## config.mk

```make
export PLATFORM = sky130hd
export DESIGN_NAME = led_state_reporter_flat
export DESIGN_NICKNAME = d
export VERILOG_FILES = /design/src/rtl/led_state_reporter_if.sv /design/src/rtl/led_state_reporter.sv /design/src/flat_wrapper.sv
export SDC_FILE = /design/constraint.sdc
export NUM_CORES = 1
export LEC_CHECK = 0
export CAP_MARGIN = 20
export CORE_MARGIN = 5
export CORE_UTILIZATION = 55
export DETAILED_ROUTE_END_ITERATION = 8
export PLACE_DENSITY = 0.74
export RECOVER_POWER = 50
export SLEW_MARGIN = 30
export SYNTH_ARGS = -nofsm -noshare
export SYNTH_HDL_FRONTEND = slang
export SYNTH_SLANG_ARGS = --single-unit
```

## constraint.sdc

```tcl
create_clock -name sys_clk -period 3.5 [get_ports sys_clk]
set_input_delay 0.875 -clock sys_clk [delete_from_list [all_inputs] [get_ports sys_clk]]
set_output_delay 0.875 -clock sys_clk [all_outputs]
set_load 0.01 [all_outputs]
```

## src/rtl/led_state_reporter_if.sv

```systemverilog
// led_state_reporter_if
//   Bundles the LED status taps and the UART TX side of led_state_reporter.
//   Signals:
//     led        [3:0]  current LED pattern (sys_clk domain)
//     led_switch [1:0]  current LED mode select (sys_clk domain)
//     query             single-cycle request for a status frame
//     tx                UART serial output, idles high
//     busy              high while a frame is on the line
//   Modports:
//     master : the LED-controller / host side (drives led, led_switch, query)
//     slave  : the reporter (drives tx, busy)
interface led_state_reporter_if;
  logic [3:0] led;
  logic [1:0] led_switch;
  logic       query;
  logic       tx;
  logic       busy;

  modport master (
    output led,
    output led_switch,
    output query,
    input  tx,
    input  busy
  );

  modport slave (
    input  led,
    input  led_switch,
    input  query,
    output tx,
    output busy
  );
endinterface

```

## src/rtl/led_state_reporter.sv

```systemverilog
// led_state_reporter
//   Watches the LED pattern and mode switch and sends a 4-byte ASCII status
//   frame ("S", '0'+switch, hex digit of led, LF) as 8N1 UART whenever the
//   state differs from the last reported one or the host asks for it.
//   Ports:
//     sys_clk    system clock, rising edge
//     rst_n      asynchronous active-low reset
//     bus        led_state_reporter_if.slave (led, led_switch, query in;
//                tx, busy out)
//     state_dbg  current FSM state (0 IDLE, 1 START, 2 DATA, 3 STOP)
//
// Request/response semantics: query is a one-cycle pulse with no ready
// handshake; it is never dropped. A query seen while busy is remembered in
// query_pend and any number of such pulses collapse into one frame. A query
// in the same cycle a frame starts is absorbed by that frame. busy rises
// with the start bit and falls at the end of the last stop bit.
module led_state_reporter #(
  parameter int CLK_FREQ = 50_000_000,
  parameter int BAUD     = 9600
) (
  input  logic                  sys_clk,
  input  logic                  rst_n,
  led_state_reporter_if.slave   bus,
  output logic [1:0]            state_dbg
);

  localparam int BAUD_CNT = CLK_FREQ / BAUD;
  localparam int CNT_W    = $clog2(BAUD_CNT);
  localparam logic [CNT_W-1:0] BAUD_LAST = CNT_W'(BAUD_CNT - 1);

  typedef enum logic [1:0] {
    S_IDLE  = 2'd0,
    S_START = 2'd1,
    S_DATA  = 2'd2,
    S_STOP  = 2'd3
  } state_t;

  state_t           state_q, state_d;
  logic [CNT_W-1:0] baud_q, baud_d;
  logic [2:0]       bit_q, bit_d;
  logic [1:0]       byte_q, byte_d;
  logic [3:0]       snap_led_q, snap_led_d;
  logic [1:0]       snap_sw_q, snap_sw_d;
  logic [3:0]       last_led_q, last_led_d;
  logic [1:0]       last_sw_q, last_sw_d;
  logic             query_pend_q, query_pend_d;
  logic             tx_q, tx_d;
  logic             busy_q, busy_d;
  logic             start_cond;
  logic             bit_end;
  logic [7:0]       cur_byte;

  function automatic logic [7:0] frame_byte(input logic [1:0] idx,
                                            input logic [3:0] l,
                                            input logic [1:0] s);
    logic [7:0] b;
    case (idx)
      2'd0:    b = 8'h53;
      2'd1:    b = 8'h30 + {6'd0, s};
      2'd2:    b = (l <= 4'd9) ? (8'h30 + {4'd0, l}) : (8'h37 + {4'd0, l});
      default: b = 8'h0A;
    endcase
    return b;
  endfunction

  // Live inputs are compared against the last reported state, so a change
  // made while a frame was on the line still triggers the next frame.
  assign start_cond = (state_q == S_IDLE) &&
                      ((bus.led != last_led_q) ||
                       (bus.led_switch != last_sw_q) ||
                       query_pend_q || bus.query);

  assign bit_end = (baud_q == BAUD_LAST);

  // State register (plus datapath and registered outputs)
  always_ff @(posedge sys_clk or negedge rst_n) begin
    if (!rst_n) begin
      state_q      <= S_IDLE;
      baud_q       <= '0;
      bit_q        <= '0;
      byte_q       <= '0;
      snap_led_q   <= '0;
      snap_sw_q    <= '0;
      last_led_q   <= '0;
      last_sw_q    <= '0;
      query_pend_q <= 1'b0;
      tx_q         <= 1'b1;
      busy_q       <= 1'b0;
    end else begin
      state_q      <= state_d;
      baud_q       <= baud_d;
      bit_q        <= bit_d;
      byte_q       <= byte_d;
      snap_led_q   <= snap_led_d;
      snap_sw_q    <= snap_sw_d;
      last_led_q   <= last_led_d;
      last_sw_q    <= last_sw_d;
      query_pend_q <= query_pend_d;
      tx_q         <= tx_d;
      busy_q       <= busy_d;
    end
  end

  // Next-state logic
  always_comb begin
    state_d      = state_q;
    baud_d       = baud_q;
    bit_d        = bit_q;
    byte_d       = byte_q;
    snap_led_d   = snap_led_q;
    snap_sw_d    = snap_sw_q;
    last_led_d   = last_led_q;
    last_sw_d    = last_sw_q;
    query_pend_d = query_pend_q | bus.query;

    case (state_q)
      S_IDLE: begin
        if (start_cond) begin
          state_d      = S_START;
          baud_d       = '0;
          bit_d        = '0;
          byte_d       = '0;
          snap_led_d   = bus.led;
          snap_sw_d    = bus.led_switch;
          last_led_d   = bus.led;
          last_sw_d    = bus.led_switch;
          query_pend_d = 1'b0;
        end
      end
      S_START: begin
        if (bit_end) begin
          state_d = S_DATA;
          baud_d  = '0;
          bit_d   = '0;
        end else begin
          baud_d = baud_q + CNT_W'(1);
        end
      end
      S_DATA: begin
        if (bit_end) begin
          baud_d = '0;
          if (bit_q == 3'd7) begin
            state_d = S_STOP;
          end else begin
            bit_d = bit_q + 3'd1;
          end
        end else begin
          baud_d = baud_q + CNT_W'(1);
        end
      end
      default: begin // S_STOP
        if (bit_end) begin
          baud_d = '0;
          if (byte_q == 2'd3) begin
            state_d = S_IDLE;
          end else begin
            // Next byte's start bit follows the stop bit with no gap.
            byte_d  = byte_q + 2'd1;
            state_d = S_START;
          end
        end else begin
          baud_d = baud_q + CNT_W'(1);
        end
      end
    endcase
  end

  // Output logic: computed from the next state so tx/busy leave the flops
  // in step with the state they describe.
  always_comb begin
    cur_byte = frame_byte(byte_d, snap_led_q, snap_sw_q);
    tx_d     = 1'b1;
    busy_d   = (state_d != S_IDLE);
    case (state_d)
      S_START: tx_d = 1'b0;
      S_DATA:  tx_d = cur_byte[bit_d];
      default: tx_d = 1'b1;
    endcase
  end

  assign bus.tx    = tx_q;
  assign bus.busy  = busy_q;
  assign state_dbg = state_q;

endmodule

```

## src/flat_wrapper.sv

```systemverilog
// flat-port wrapper written by rule: the top's interface ports become plain ports
module led_state_reporter_flat 
#(
  parameter int CLK_FREQ = 50_000_000,
  parameter int BAUD     = 9600
)
  (sys_clk, rst_n, state_dbg, bus_led, bus_led_switch, bus_query, bus_tx, bus_busy);
  led_state_reporter_if bus_i ();
  input  logic sys_clk;
  input  logic rst_n;
  output logic [1:0] state_dbg;
  input wire logic [$bits(bus_i.led)-1:0] bus_led;
  input wire logic [$bits(bus_i.led_switch)-1:0] bus_led_switch;
  input wire logic [$bits(bus_i.query)-1:0] bus_query;
  output wire logic [$bits(bus_i.tx)-1:0] bus_tx;
  output wire logic [$bits(bus_i.busy)-1:0] bus_busy;
  assign bus_i.led = bus_led;
  assign bus_i.led_switch = bus_led_switch;
  assign bus_i.query = bus_query;
  assign bus_tx = bus_i.tx;
  assign bus_busy = bus_i.busy;
  led_state_reporter #(.CLK_FREQ(CLK_FREQ), .BAUD(BAUD)) u_core (.sys_clk(sys_clk), .rst_n(rst_n), .bus(bus_i), .state_dbg(state_dbg));
endmodule
```

Word-level counts from Yosys, hierarchy flattened
Cells that the tools add are included.

word-level totals
  flip-flop bits (word level) = 29
  input port bits = 9
  output and inout port bits = 4
  logic and storage cells = 65

operators by class
  add/subtract/negate cells = 6
  $lt $le $gt $ge = 2
  equality and inequality tests = 12
  muxes and demuxes = 26
  bitwise gates (word level) = 1
  reduce and logical (&&, ||, !) cells = 9

operators with widths
  kind                   count
  $mux 13                3
  $pmux 8 s3             1
  $mux 2                 8
  $add 6x4->7 const A    2
  $add 13x1->13 const B  1
  $eq 13x13->1 const B   1
  $mux 3                 4
  $pmux 3 s3             1
  $eq 2x2->1 const B     4
  $mux 8                 1
  $add 6x2->7 const A    1
  $eq 2x1->1 const B     3
  $pmux 2 s3             1
  $le 4x4->1 const B     1
  $logic_not 2->1        2
  $lt 3x4->1 const B     1
  $mux 1                 4
  $ne 4x4->1             1
  $pmux 2 s2             1
  $add 3x1->3 const B    1
  $bmux 1 s3             1
  $eq 3x3->1 const B     1
  $logic_or 1x1->1       3
  $add 2x1->2 const B    1
  8 further kinds        8

Logic depth before layout (Yosys ltp)
Gate-level depths: netlist of run 1.

  word-level depth = 12
  depth in mapped cells = 11
  mapped depth without buffers = 10

Worst setup path after synthesis of run 1
Ideal clock, no wire load.

  path type = in2reg
  start point = input port bus_led_switch[1]
  end point = register u_core.tx_q, in the netlist u_core.bus.tx
  library setup time = 79 ps
  data arrival time = 2365 ps
  setup slack = 1056 ps
  stages on the path = 8
  buffers on the path = 0
  path through = xnor2_1 > nand4_1 > nor2_1 > o32a_1 > o21ai_0 > nor4_1 > o211ai_2 > o211a_1

on the way
  longest elaborated chain between the ends = 12
  elaborated cells between the ends (all ways) = 20
  those cells by class = 5 x eq/ne; 10 x mux; 5 x reduce/logical

RTL lines
  what                                line                       source
  start: declaration                  flat_wrapper.sv:13         input wire logic [$bits(bus_i.led_switch)-1:0] bus_led_switch;
  $ne 2x2->1 (*)                      led_state_reporter.sv:70   (bus.led_switch != last_sw_q) ||
  $logic_or 1x1->1 (*)                led_state_reporter.sv:69   ((bus.led != last_led_q) ||
  $logic_or 1x1->1 (*)                led_state_reporter.sv:70
  $logic_or 1x1->1 (*)                led_state_reporter.sv:71   query_pend_q || bus.query);
  $logic_and 1x1->1 (*)               led_state_reporter.sv:68   assign start_cond = (state_q == S_IDLE) &&
  $mux 2                              led_state_reporter.sv:118  if (start_cond) begin
  $pmux 2 s2                          led_state_reporter.sv:116  case (state_q)
  $eq 2x2->1 (tied with other cells)  led_state_reporter.sv:57   case (idx)
  $pmux 8 s3                          led_state_reporter.sv:57
  $bmux 1 s3                          led_state_reporter.sv:176  S_DATA: tx_d = cur_byte[bit_d];
  $mux 1 (not written as such)        led_state_reporter.sv:176
  $pmux 1 s2 (*)                      led_state_reporter.sv:174  case (state_d)
  via u_core.tx_d                     led_state_reporter.sv:47   logic tx_q, tx_d;
  end signal: assignment              led_state_reporter.sv:99   tx_q <= tx_d;
  end: declaration                    led_state_reporter.sv:47

The timed path passes the listed nets; every way through them passes the cells marked *. The select of a mux whose other input is x is not followed.
A chain may end at the register's enable or synchronous reset.

Worst setup path in the final report of run 1
  start point = input port bus_query
  end point = register u_core.tx_q, in the netlist u_core.bus.tx

on the way
  elaborated cells between the ends (all ways) = 17
  those cells by class = 4 x eq/ne; 10 x mux; 3 x reduce/logical

RTL lines
  what                                      line                       source
  start: declaration                        flat_wrapper.sv:14         input wire logic [$bits(bus_i.query)-1:0] bus_query;
  $logic_or 1x1->1 (*)                      led_state_reporter.sv:71
  $logic_and 1x1->1 (*)                     led_state_reporter.sv:68
  $mux 2 (*)                                led_state_reporter.sv:118
  $pmux 2 s3 (*)                            led_state_reporter.sv:116
  via u_core.state_d[0]                     led_state_reporter.sv:38   state_t state_q, state_d;
  $eq 2x2->1 or $eq 2x1->1 (tied branches)  led_state_reporter.sv:174
  $pmux 1 s2 (*)                            led_state_reporter.sv:174
  via u_core.tx_d                           led_state_reporter.sv:47

Marks and branches as above.

==> results of run 1 <==
==> cells by family after synthesis <==
family / after synthesis
simple gates: 76
compound gates: 62
flops: 29
buf+inv: 16
xor+xnor: 9
fa+ha+maj: 8
mux: 5
==> stage by stage <==
step / cells / cell area [um^2] / hold WS (ns) / utilization / setup WS, ns
finish: 266 / 2090 / 0.503 / 0.633 / 0.546
detailed placement: 258 / 2010 / 0.491 / 0.608 / 0.322
global placement: 258 / 2010 / 0.465 / 0.608 / 0.406
global route: 266 / 2090 / 0.557 / 0.633 / 0.372
CTS: 266 / 2100 / 0.507 / 0.635 / 0.679
floorplan: 205 / 1850 / 0.443 / - / 1.06
==> state kept, by name (all words and copies together) (netlist names) <==
signal and count:
u_core.bit_q 3, u_core.baud_q 13, u_core.last_sw_q 2, u_core.byte_q 2
u_core.query_pend_q 1, u_core.bus.busy 1, u_core.bus.tx 1, u_core.snap_led_q 4
u_core.state_dbg 2
==> worst max-delay path by stage <==
stage	slack, ns	depth (start not counted)	startpoint	endpoint
floorplan	1.06	8	bus_led_switch[1]	u_core.bus.tx$_DFF_PN1_
global placement	0.41	9	bus_led[1]	u_core.bus.tx$_DFF_PN1_
detailed placement	0.32	9	bus_led[1]	u_core.bus.tx$_DFF_PN1_
CTS	0.68	9	bus_led[1]	u_core.bus.tx$_DFF_PN1_
global route	0.37	9	bus_query	u_core.bus.tx$_DFF_PN1_
finish	0.55	9	bus_query	u_core.bus.tx$_DFF_PN1_
==> report_power, final <==
group	internal [mW]	switching, mW	leakage [nW]
clock	0.170	0.124	0.0445
sequential	0.416	0.0734	0.379
combinational	0.224	0.284	0.490
==> per-layer routing <==
metal / GRT usage / vias to the layer above / share of wire
met5: 0 / - / 0
li1: - / 771 / -
met2: 0.343 / 43 / 0.47
met4: 0.0993 / 0 / 0.019
met3: 0.0509 / 7 / 0.041
met1: 0.270 / 755 / 0.47
==> cell usage after synthesis (2+ instances only) <==
| master | count |
|---|---|
| nor2_1 | 20 |
| xnor2_1 | 7 |
| nand2_1 | 21 |
| o21ai_1 | 2 |
| a21oi_1 | 6 |
| a22o_1 | 2 |
| nand2b_1 | 3 |
| dfrtp_1 | 28 |
| nand4_1 | 4 |
| o21a_1 | 2 |
| a31oi_1 | 3 |
| nand3_1 | 5 |
| o21ai_0 | 29 |
| mux2_2 | 4 |
| and2_1 | 3 |
| ha_1 | 8 |
| clkbuf_1 | 5 |
| nor2b_1 | 3 |
| xor2_1 | 2 |
| o31a_1 | 2 |
| inv_1 | 8 |
| and3_1 | 10 |
==> cell type report <==
type	instances	area [um^2]	share of cell area
Multi-Input combinational cell	160	1060	0.504
Tap cell	46	57.6	0.0275
Clock buffer	6	51.3	0.0245
Inverter	8	30.0	0.0143
Sequential cell	29	727	0.347
Timing Repair Buffer	15	135	0.0645
Clock inverter	2	37.5	0.0179
==> worst max-delay path, stage by stage <==
cell and delay (ns):
dlygate4sd3_1 0.53, nor2_1 0.16, nand4_1 0.29, o21ai_0 0.30, a21oi_1 0.10, o31a_1 0.32, nor4_1 0.33, o211ai_2 0.14
o211a_1 0.15
==> key figures, run 1 <==
Setup path
  – Reg2reg end: u_core.bus.tx$_DFF_PN1_
  – CP max FO: 5
  – RR Startpoint: u_core.baud_q[0]$_DFFE_PN0P_
  – Req. time, crit path: 3.76 ns
  – Flop2flop setup slack: 0.75 ns
  – Reg2Reg Depth: 9
  – Critical path type: primary input to register
  – CP startpoint kind: primary input
  – CP Capture Type: register
  – Arr. time, crit path: roughly 3.2 ns

STA
  – Tcrit/Tclk final: 0.844
  – Worst Skew: approximately 0.016 ns
  – Setup tns final: 0 ns
  – Worst-Margin Slew: about 1.5 ns
  – Max Transition Viols Final: 30
  – Rel. slew slack: -0.0187
  – Final setup viols: 0
  – RSZ-0062 raised after global routing: false
  – Clock period minus worst slack: 2.95 ns
  – Fmax: around 340 MHz
  – Endpoints failing hold: 0

Run status
  – Outcome: finished, violations left
  – Failing checks: capacitance limit, slew limit

Placement
  – RD Place Congestion: a little under 0.9
  – Final HPWL DP: between 2 and 3 mm
  – I/O Buffers: 12

Pwr
  – Leakage: between 0.9 and 1 nW
  – PD cells: roughly 620 nW/um^2
  – Worst vdd ir: around 350 uV
  – Total power: between 1 and 1.5 mW

Clock network
  – Post-CTS setup buffer count: 0
  – TritonCTS clock tree: done
  – Worst skew pair latency: 0.33 ns
  – Clk Tree Root Cell: clkbuf_4
  – H-tree depth: 2
  – Clk sinks: 29
  – Hold_buf cts: 0
  – Post-CTS Resized: 0
  – Clk buf depth: 2
  – Clk pin slew, worst setup/hold paths: roughly 0.11 ns
  – Total CTS buffers: 5

Worst hold path
  – Worst Hold End: u_core.baud_q[12]$_DFFE_PN0P_
  – Min-Delay Path Depth: 1
  – Hold Crit Start: u_core.baud_q[12]$_DFFE_PN0P_
  – Worst min-delay path category: register to register

Yosys
  – Synth top area cells: dfrtp_1 38%, o21ai_0 7.8%, ha_1 5.4%
  – Top FF cell, synth: dfrtp_1
  – Syn Area/Cell: 9.05 um^2
  – Synth unique cells: 50
  – Ys async rst share: 1.00
  – Synth Area in Simple Gates: 0.212
  – Leading area contributor after synthesis: dfrtp_1
  – Flops & latches, synth: 29
  – Post-Syn Nets: 222
  – Synth warn: 0
  – Post-synthesis compound-gate area fraction: 0.229
  – Cells after Synth: 205
  – EDFF count, synth: 0
  – Post-Syn Area: between 1500 and 2000 um^2
  – Mux contribution to synthesized area: 0.0324
  – Main combinational cell family by area after synthesis: compound AO/OA/AOI/OAI gates
  – Synth Area in XOR/XNOR: 0.0425
  – Synth Area in Adders: 0.0540
  – Register area share after synthesis: 0.392
  – Synth top area share: 0.378

Cells and area
  – Final Net Count: 236
  – Fraction of layout cells with a size suffix above 1: 0.0909
  – Commonest cells after routing, fill and taps aside: 29 x o21ai_0, 28 x dfrtp_1, 21 x nand2_1
  – Fillers: 289
  – Area grow syn2layout: 13.0%
  – Most common cell after layout, fill and taps aside: o21ai_0
  – Antenna Cells: 0

Floorplanning
  – CORE AREA: roughly 3300 um^2
  – Chip Height: roughly 70 um
  – Die area: approximately 4600 um^2
  – Initial core utilization: 0.560
  – Top-Level Pins: 13
  – Die span in x: 68.1 um
  – Row Count: 21

Global route
  – GRT overflow: 0
  – All-layer global routing usage: 0.213
  – Vias in the first global route: approximately 1,600
  – Initial antenna violation count: 0
  – First-pass GRT wire length: 7.40 mm
  – Largest net degree at the start of global routing: 30

Route
  – DRT antenna net count: 0
  – DR iter-0 viols: between 100 and 150
  – Remaining DRCs: 0
  – DRT Wirelength: 4.04 mm
  – Vias per cell: between 5 and 6
  – 1st-pass router iterations: 4
  – WL/cell: 15.2 um
  – Vias: 1,576

Flow run
  – Max_cap viols: 1
(Power assumes the default switching activity.)
==> inputs of run 2 (changes only) <==
--- a/config.mk
+++ b/config.mk
@@ -7,9 +7,9 @@
 export LEC_CHECK = 0
 export CAP_MARGIN = 20
 export CORE_MARGIN = 5
-export CORE_UTILIZATION = 55
+export CORE_UTILIZATION = 53
 export DETAILED_ROUTE_END_ITERATION = 8
-export PLACE_DENSITY = 0.74
+export PLACE_DENSITY = 0.75
 export RECOVER_POWER = 50
 export SLEW_MARGIN = 30
 export SYNTH_ARGS = -nofsm -noshare
==> constraint.sdc (replaced) <==
create_clock -name sys_clk -period 2.55 [get_ports sys_clk]
set_input_delay 0.6375 -clock sys_clk [delete_from_list [all_inputs] [get_ports sys_clk]]
set_output_delay 0.6375 -clock sys_clk [all_outputs]
set_load 0.01 [all_outputs]
==> key figures, run 2 (synthesis gave the netlist of run 1 again) <==
STA
  – Worst Skew: 0.0167 ns (was 0.0156 ns)
  – Worst setup margin: -0.0132 ns (was 0.546 ns)
  – Tcrit/Tclk final: 1.01
  – Final setup viols: 1 (was 0)
  – Endpoints failing hold: 0 (unchanged)
  – Max Transition Viols Final: 0 (was 30)
  – Fmax: ~400 MHz
  – Worst-Margin Slew: 0.762 ns (was 1.53 ns)
  – Clock period minus worst slack: between 2 and 3 ns
  – Rel. slew slack: 0.492 (was -0.0187)

Route
  – WL/cell: 15.8 um (was 15.2 um)
  – DR iter-0 viols: 111 (was 128)
  – DRT Wirelength: 4.45 mm (was 4.04 mm)
  – DRT antenna net count: 0 (unchanged)
  – Vias per cell: 5.94 (was 5.92)
  – Remaining DRCs: 0 (unchanged)
  – 1st-pass router iterations: 4 (unchanged)
  – Vias: 1,669 (was 1,576)

Cells and area
  – Most common cell after layout, fill and taps aside: o21ai_0 (unchanged)
  – Register name with the most flops: u_core.baud_q (unchanged)
  – Antenna Cells: 0 (unchanged)
  – Top Registers: u_core.baud_q (13), u_core.snap_led_q (4), u_core.bit_q (3) (unchanged)
  – Area grow syn2layout: 19.4% (was 13.0%)
  – Commonest cells after routing, fill and taps aside: 28 x o21ai_0, 27 x dfrtp_1, 21 x nand2_1 (was 29 x o21ai_0, 28 x dfrtp_1, 21 x nand2_1)
  – Flip-flop count of the largest register after layout: 13 (unchanged)
  – Fillers: 287 (was 289)
  – Post-Layout Cell Count: 281 (was 266)
  – Final Net Count: 251 (was 236)
  – Util after Layout: 0.658 (was 0.633)
  – Post-route design area: 2210 um^2 (was 2090 um^2)
  – Fraction of layout cells with a size suffix above 1: 0.187 (was 0.0909)

Placement
  – DP Area: 2080 um^2 (was 2010 um^2)
  – Pre-CTS setup slack: -0.352 ns (was 0.322 ns)
  – RD Place Congestion: 0.892 (was 0.885)
  – I/O Buffers: 12 (unchanged)
  – Final HPWL DP: 3.13 mm (was 3.00 mm)
  – Placed Cells: 267 (was 258)

Worst hold path
  – Min-Delay Path Depth: 2 (was 1)
  – Worst min-delay path category: register to register (unchanged)

Setup path
  – Critical path type: register to register (was primary input to register)
  – CP max FO: 4 (was 5)
  – CP startpoint kind: register (was primary input)
  – Req. time, crit path: 2.84 ns (was 3.76 ns)
  – CP Capture Type: register (unchanged)
  – Reg2Reg Depth: 10 (was 9)
  – Arr. time, crit path: 2.86 ns (was 3.22 ns)

Floorplanning
  – Top-Level Pins: 13 (unchanged)
  – Row Count: 21 (unchanged)
  – Chip Height: 69.2 um (was 68.1 um)
  – Die area: 4780 um^2 (was 4630 um^2)
  – Initial core utilization: 0.551 (was 0.560)
  – Die span in x: 69.2 um (was 68.1 um)
  – CORE AREA: 3360 um^2 (was 3310 um^2)

Clock network
  – Clk buf depth: 2 (unchanged)
  – Total CTS buffers: 5 (unchanged)
  – Worst skew pair latency: 0.36 ns (was 0.33 ns)
  – Clk sinks: 29 (unchanged)
  – H-tree depth: 2 (unchanged)
  – Clk Tree Root Cell: clkbuf_4 (unchanged)
  – TritonCTS clock tree: done (unchanged)
  – Clk pin slew, worst setup/hold paths: 0.11 ns (about the same)
  – Hold_buf cts: 0 (unchanged)

Global route
  – First-pass GRT wire length: 7.31 mm (was 7.40 mm)
  – Vias in the first global route: 1,707 (was 1,649)
  – All-layer global routing usage: 0.186 (was 0.213)
  – GRT overflow: 0 (unchanged)
  – Largest net degree at the start of global routing: 30 (unchanged)
  – Initial antenna violation count: 0 (unchanged)

Pwr
  – PD cells: 804 nW/um^2 (was 616 nW/um^2)
  – Worst vdd ir: 649 uV (was 350 uV)
  – Leakage: 0.984 nW (was 0.913 nW)

Run status
  – Outcome: finished, violations left (unchanged)
  – Failing checks: setup timing (was capacitance limit, slew limit)

Flow run
  – Max_cap viols: 0 (was 1)
-- run 2: changes by cell type in the layout (fill, tap and decap cells not counted), sizes merged --
| cell | previous run | this run |
|---|---|---|
| clkdlybuf4s50 | 10 | 11 |
| dlygate4sd3 | 2 | 1 |
| bufinv | 1 | 0 |
| buf | 1 | 16 |
| clkbuf | 8 | 9 |
| clkinv | 0 | 1 |
| clkinvlp | 1 | 0 |
-- run 2: power breakdown --
group | leakage, nW | switching [mW] | internal (mW)
Combinational | 0.566 | 0.404 | 0.365
Sequential | 0.377 | 0.107 | 0.571
Clock | 0.0413 | 0.175 | 0.160
-- run 2: final timing paths --
kind / to / slack [ns] / from
max reg2reg: u_core.bus.tx$_DFF_PN1_ / -0.01 / u_core.baud_q[0]$_DFFE_PN0P_
min: u_core.query_pend_q$_DFF_PN0_ / 0.50 / u_core.query_pend_q$_DFF_PN0_
min in group asynchronous: u_core.baud_q[5]$_DFFE_PN0P_ / 0.86 / rst_n
max: u_core.bus.tx$_DFF_PN1_ / -0.01 / u_core.baud_q[0]$_DFFE_PN0P_
min reg2reg: u_core.query_pend_q$_DFF_PN0_ / 0.50 / u_core.query_pend_q$_DFF_PN0_
max in group asynchronous: u_core.baud_q[3]$_DFFE_PN0P_ / 1.17 / rst_n
-- run 2: area by class of cell --
| type | count | area (um^2) | area share |
|---|---|---|---|
| flip-flops and latches | 29 | 728 | 0.329 |
| clock inverters | 1 | 5.00 | 0.00226 |
| repair buffers | 30 | 249 | 0.112 |
| well taps | 46 | 57.6 | 0.0260 |
| inverters | 8 | 30.0 | 0.0136 |
| multi-input cells | 160 | 1080 | 0.488 |
| clock buffers | 7 | 65.1 | 0.0294 |
-- run 2: per-layer routing --
metal / track usage / wire length, um / up-vias / part of all wire
met5: 0 / 0 / - / 0
met4: 0.0976 / 128 / 0 / 0.029
met3: 0.0494 / 194 / 15 / 0.044
met2: 0.329 / 2310 / 52 / 0.52
met1: 0.199 / 1810 / 797 / 0.41
li1: - / - / 805 / -
-- run 2: per-stage QoR --
step	setup TNS (ns)	hold slack (ns)	power [mW]
6_report	-0.0132	0.495	1.78
5_1_grt	-0.0894	0.539	1.90
4_1_cts	0	0.500	1.75
3_5_place_dp	-0.494	0.481	1.42
3_3_place_gp	-0.384	0.469	1.38
2_1_floorplan	0	0.342	1.16
-- run 2: critical path, cell delays in order (launching register included) --
cell      delay, ns
dfrtp_1        0.42
ha_1           0.24
and4b_2        0.28
a41oi_1        0.31
a31oi_1        0.10
a222oi_1       0.39
buf_4          0.19
a32o_1         0.17
nand2_1        0.08
o21ai_0        0.16
o211a_1        0.16
-- run 2: timing repair --
action                     in CTS  in global routing
buffers inserted                1                  5
resized for setup               3                  6
pin swaps                       1                  5
setup endpoints to repair       1                  1
==> inputs of run 3 (changes only) <==
--- a/config.mk
+++ b/config.mk
@@ -5,11 +5,12 @@
 export SDC_FILE = /design/constraint.sdc
 export NUM_CORES = 1
 export LEC_CHECK = 0
+export ABC_AREA = 1
 export CAP_MARGIN = 20
 export CORE_MARGIN = 5
 export CORE_UTILIZATION = 53
 export DETAILED_ROUTE_END_ITERATION = 8
-export PLACE_DENSITY = 0.75
+export PLACE_DENSITY = 0.74
 export RECOVER_POWER = 50
 export SLEW_MARGIN = 30
 export SYNTH_ARGS = -nofsm -noshare
==> key figures, run 3 <==
Yosys
  – EDFF count, synth: 0 (unchanged)
  – Leading area contributor after synthesis: dfrtp_1 (unchanged)
  – Synth top area share: 0.343 (was 0.378)
  – Post-Syn Nets: 297 (was 222)
  – Flops & latches, synth: 29 (unchanged)
  – Syn Area/Cell: 7.29 um^2 (was 9.05 um^2)
  – Top FF cell, synth: dfrtp_1 (unchanged)
  – Ys async rst share: 1.00 (unchanged)
  – Synth top area cells: dfrtp_1 34%, nand2_1 14%, inv_1 6.1% (was dfrtp_1 38%, o21ai_0 7.8%, ha_1 5.4%)
  – Synth top cells by count: 76 x nand2_1, 33 x inv_1, 28 x dfrtp_1, 23 x nand3_1, 21 x nor2_1 (was 29 x o21ai_0, 28 x dfrtp_1, 21 x nand2_1, 20 x nor2_1, 10 x and3_1)
  – Most common cell in the synthesized netlist: nand2_1 (was o21ai_0)
  – Cells after Synth: 280 (was 205)
  – Post-Syn Area: 2040 um^2 (was 1850 um^2)
  – Synth warn: 0 (unchanged)
  – Register area share after synthesis: 0.356 (was 0.392)
  – Synth unique cells: 40 (was 50)

Pwr
  – PD cells: 425 nW/um^2 (was 804 nW/um^2)
  – Leakage: 1.13 nW (was 0.984 nW)
  – Worst vdd ir: 312 uV (was 649 uV)

Route
  – Vias: 1,821 (was 1,669)
  – 1st-pass router iterations: 4 (unchanged)
  – DRT antenna net count: 0 (unchanged)
  – DR iter-0 viols: 134 (was 111)
  – Remaining DRCs: 0 (unchanged)
  – Vias per cell: 5.23 (was 5.94)
  – DRT Wirelength: 4.41 mm (was 4.45 mm)
  – WL/cell: 12.7 um (was 15.8 um)

STA
  – Final setup viols: 0 (was 1)
  – Rel. slew slack: 0.503 (was 0.492)
  – Max Transition Viols Final: 0 (unchanged)
  – Worst Hold Margin: 0.517 ns (was 0.495 ns)
  – Worst-Margin Slew: 0.745 ns (was 0.762 ns)
  – Clock period minus worst slack: 2.27 ns (was 2.56 ns)
  – RSZ-0062 raised after global routing: false
  – Setup tns final: 0 ns (was -0.0132 ns)
  – Tcrit/Tclk final: 0.889 (was 1.01)
  – Fmax: 441 MHz (was 390 MHz)
  – Worst Skew: 0.00690 ns (was 0.0167 ns)
  – Endpoints failing hold: 0 (unchanged)

Run status
  – Outcome: finished clean (was finished, violations left)

Cells and area
  – Antenna Cells: 0 (unchanged)
  – Most common cell after layout, fill and taps aside: nand2_1 (was o21ai_0)
  – Fraction of layout cells with a size suffix above 1: 0.153 (was 0.187)
  – Util after Layout: 0.634 (was 0.658)
  – Top Registers: u_core.baud_q (13), u_core.snap_led_q (4), u_core.bit_q (3) (unchanged)
  – Flip-flop count of the largest register after layout: 13 (unchanged)
  – Sequential cell area: 727 um^2 (was 728 um^2)
  – Fillers: 353 (was 287)
  – Area of the multi-input gates: 1140 um^2 (was 1080 um^2)
  – Register name with the most flops: u_core.baud_q (unchanged)
  – Post-Layout Cell Count: 348 (was 281)
  – Area grow syn2layout: 14.5% (was 19.4%)
  – Commonest cells after routing, fill and taps aside: 76 x nand2_1, 33 x inv_1, 28 x dfrtp_1 (was 28 x o21ai_0, 27 x dfrtp_1, 21 x nand2_1)
  – Final Net Count: 317 (was 251)

Floorplanning
  – Die area: 5190 um^2 (was 4780 um^2)
  – Chip Height: 72.1 um (was 69.2 um)
  – Die span in x: 72.1 um (was 69.2 um)
  – Top-Level Pins: 13 (unchanged)
  – Initial core utilization: 0.553 (was 0.551)
  – CORE AREA: 3690 um^2 (was 3360 um^2)
  – Row Count: 22 (was 21)

Placement
  – RD Place Congestion: 0.869 (was 0.892)
  – Final HPWL DP: 3.21 mm (was 3.13 mm)
  – Placed Cells: 341 (was 267)
  – I/O Buffers: 12 (unchanged)

Clock network
  – Clk buf depth: 2 (unchanged)
  – Clk sinks: 29 (unchanged)
  – Clk Tree Root Cell: clkbuf_8 (was clkbuf_4)
  – Clk pin slew, worst setup/hold paths: 0.07 ns (was 0.11 ns)
  – H-tree depth: 2 (unchanged)
  – Post-CTS Resized: 0 (was 3)
  – TritonCTS clock tree: done (unchanged)
  – Hold_buf cts: 0 (unchanged)
  – Worst skew pair latency: 0.29 ns (was 0.36 ns)
  – Post-CTS setup buffer count: 0 (was 1)
  – Total CTS buffers: 5 (unchanged)

Setup path
  – Arr. time, crit path: 2.49 ns (was 2.86 ns)
  – CP max stage delay: 0.50 ns (was 0.42 ns)
  – Req. time, crit path: 2.78 ns (was 2.84 ns)
  – Critical path type: primary input to register (was register to register)
  – Reg2Reg Depth: 15 (was 10)
  – Crit-path cells: clkdlybuf4s50_1 -> inv_1 -> nand2_1 -> nand2_1 -> nor2_1 -> nand2_1 -> nor2_4 -> nand2_4 -> nand3_1 -> nand2_1 -> nor2_2 -> nand2_1 -> nand3_1 -> nand2_1 -> inv_1 -> nand2_1 -> nand2_1 -> nand2_1 -> nand2_1 (was ha_1 -> and4b_2 -> a41oi_1 -> a31oi_1 -> a222oi_1 -> buf_4 -> a32o_1 -> nand2_1 -> o21ai_0 -> o211a_1)
  – CP Capture Type: register (unchanged)
  – Slowest-stage cell, CP: clkdlybuf4s50_1 (was dfrtp_1)
  – CP startpoint kind: primary input (was register)
  – Cell mode on critical path: nand2_1
  – CP max FO: 5 (was 4)

Global route
  – Initial antenna violation count: 0 (unchanged)
  – All-layer global routing usage: 0.195 (was 0.186)
  – Largest net degree at the start of global routing: 30 (unchanged)
  – GRT overflow: 0 (unchanged)
  – First-pass GRT wire length: 8.07 mm (was 7.31 mm)
  – Vias in the first global route: 1,837 (was 1,707)

Worst hold path
  – Worst min-delay path category: register to register (unchanged)
  – Min-Delay Path Depth: 1 (was 2)

Flow run
  – Max_cap viols: 0 (unchanged)
[run 3: cell types whose count changed after synthesis, moves of 5 or more]
cell and change:
and3_1 -10, inv_1 +25, inv_2 +10, nand2_1 +55, nand2_4 +5, nand3_1 +18, o21ai_0 -13, o22ai_1 +6
xnor2_1 -6
[run 3: per-layer routing]
layer / GRT usage / part of all wire / vias to the layer above
li1: - / - / 952
met1: 0.242 / 0.47 / 839
met2: 0.326 / 0.49 / 23
met3: 0.0526 / 0.032 / 7
met4: 0.0710 / 0.015 / 0
met5: 0 / 0 / -
[run 3: kinds of logic (layout without fill, tap and decap cells)]
| family | count (synthesis) | count (layout) | synth area share |
|---|---|---|---|
| and+or+nand+nor | 149 | 149 | 0.351 |
| DFF | 29 | 29 | 0.356 |
| AOI/OAI and AO/OA | 44 | 44 | 0.143 |
| buffers and inverters | 47 | 67 | 0.0871 |
| adders and majority gates | 8 | 8 | 0.0491 |
| xor gates and xnor gates | 3 | 3 | 0.0129 |
[run 3: worst paths after layout]
kind	slack, ns	startpoint	end
max	0.28	bus_led_switch[0]	u_core.bus.tx$_DFF_PN1_
min	0.52	u_core.baud_q[0]$_DFFE_PN0P_	u_core.baud_q[0]$_DFFE_PN0P_
max reg2reg	0.43	u_core.baud_q[0]$_DFFE_PN0P_	u_core.bus.tx$_DFF_PN1_
min reg2reg	0.52	u_core.baud_q[0]$_DFFE_PN0P_	u_core.baud_q[0]$_DFFE_PN0P_
max in group asynchronous	1.13	rst_n	u_core.state_dbg[1]$_DFF_PN0_
min in group asynchronous	0.94	rst_n	u_core.snap_led_q[3]$_DFFE_PN0P_
[run 3: layout make-up]
cell class,count,share of cell area
multi-input cells,204,0.486
flip-flops and latches,29,0.311
inverters,45,0.0728
repair buffers,15,0.0600
clock buffers,5,0.0294
well taps,48,0.0257
clock inverters,2,0.0150
[run 3: per-stage QoR]
step                      cell area (um^2)  setup WS, ns  power, mW
after floorplan                       2040         0.593      0.502
after global placement                2240        0.0297      0.532
after detailed placement              2240        0.0173      0.533
after CTS                             2340         0.281       1.00
after global routing                  2340        0.0278       1.04
final                                 2340         0.284      0.993
[run 3: report_power, final]
part	total, mW	switching, mW	internal (mW)
logic	0.0519	0.0300	0.0219
clock network	0.470	0.187	0.284
registers	0.470	0.00546	0.465
[run 3: critical path, delay by kind of cell]
kind	cells	cell delay, ns
and+or+nand+nor	16	1.25
buffers and inverters	3	0.59
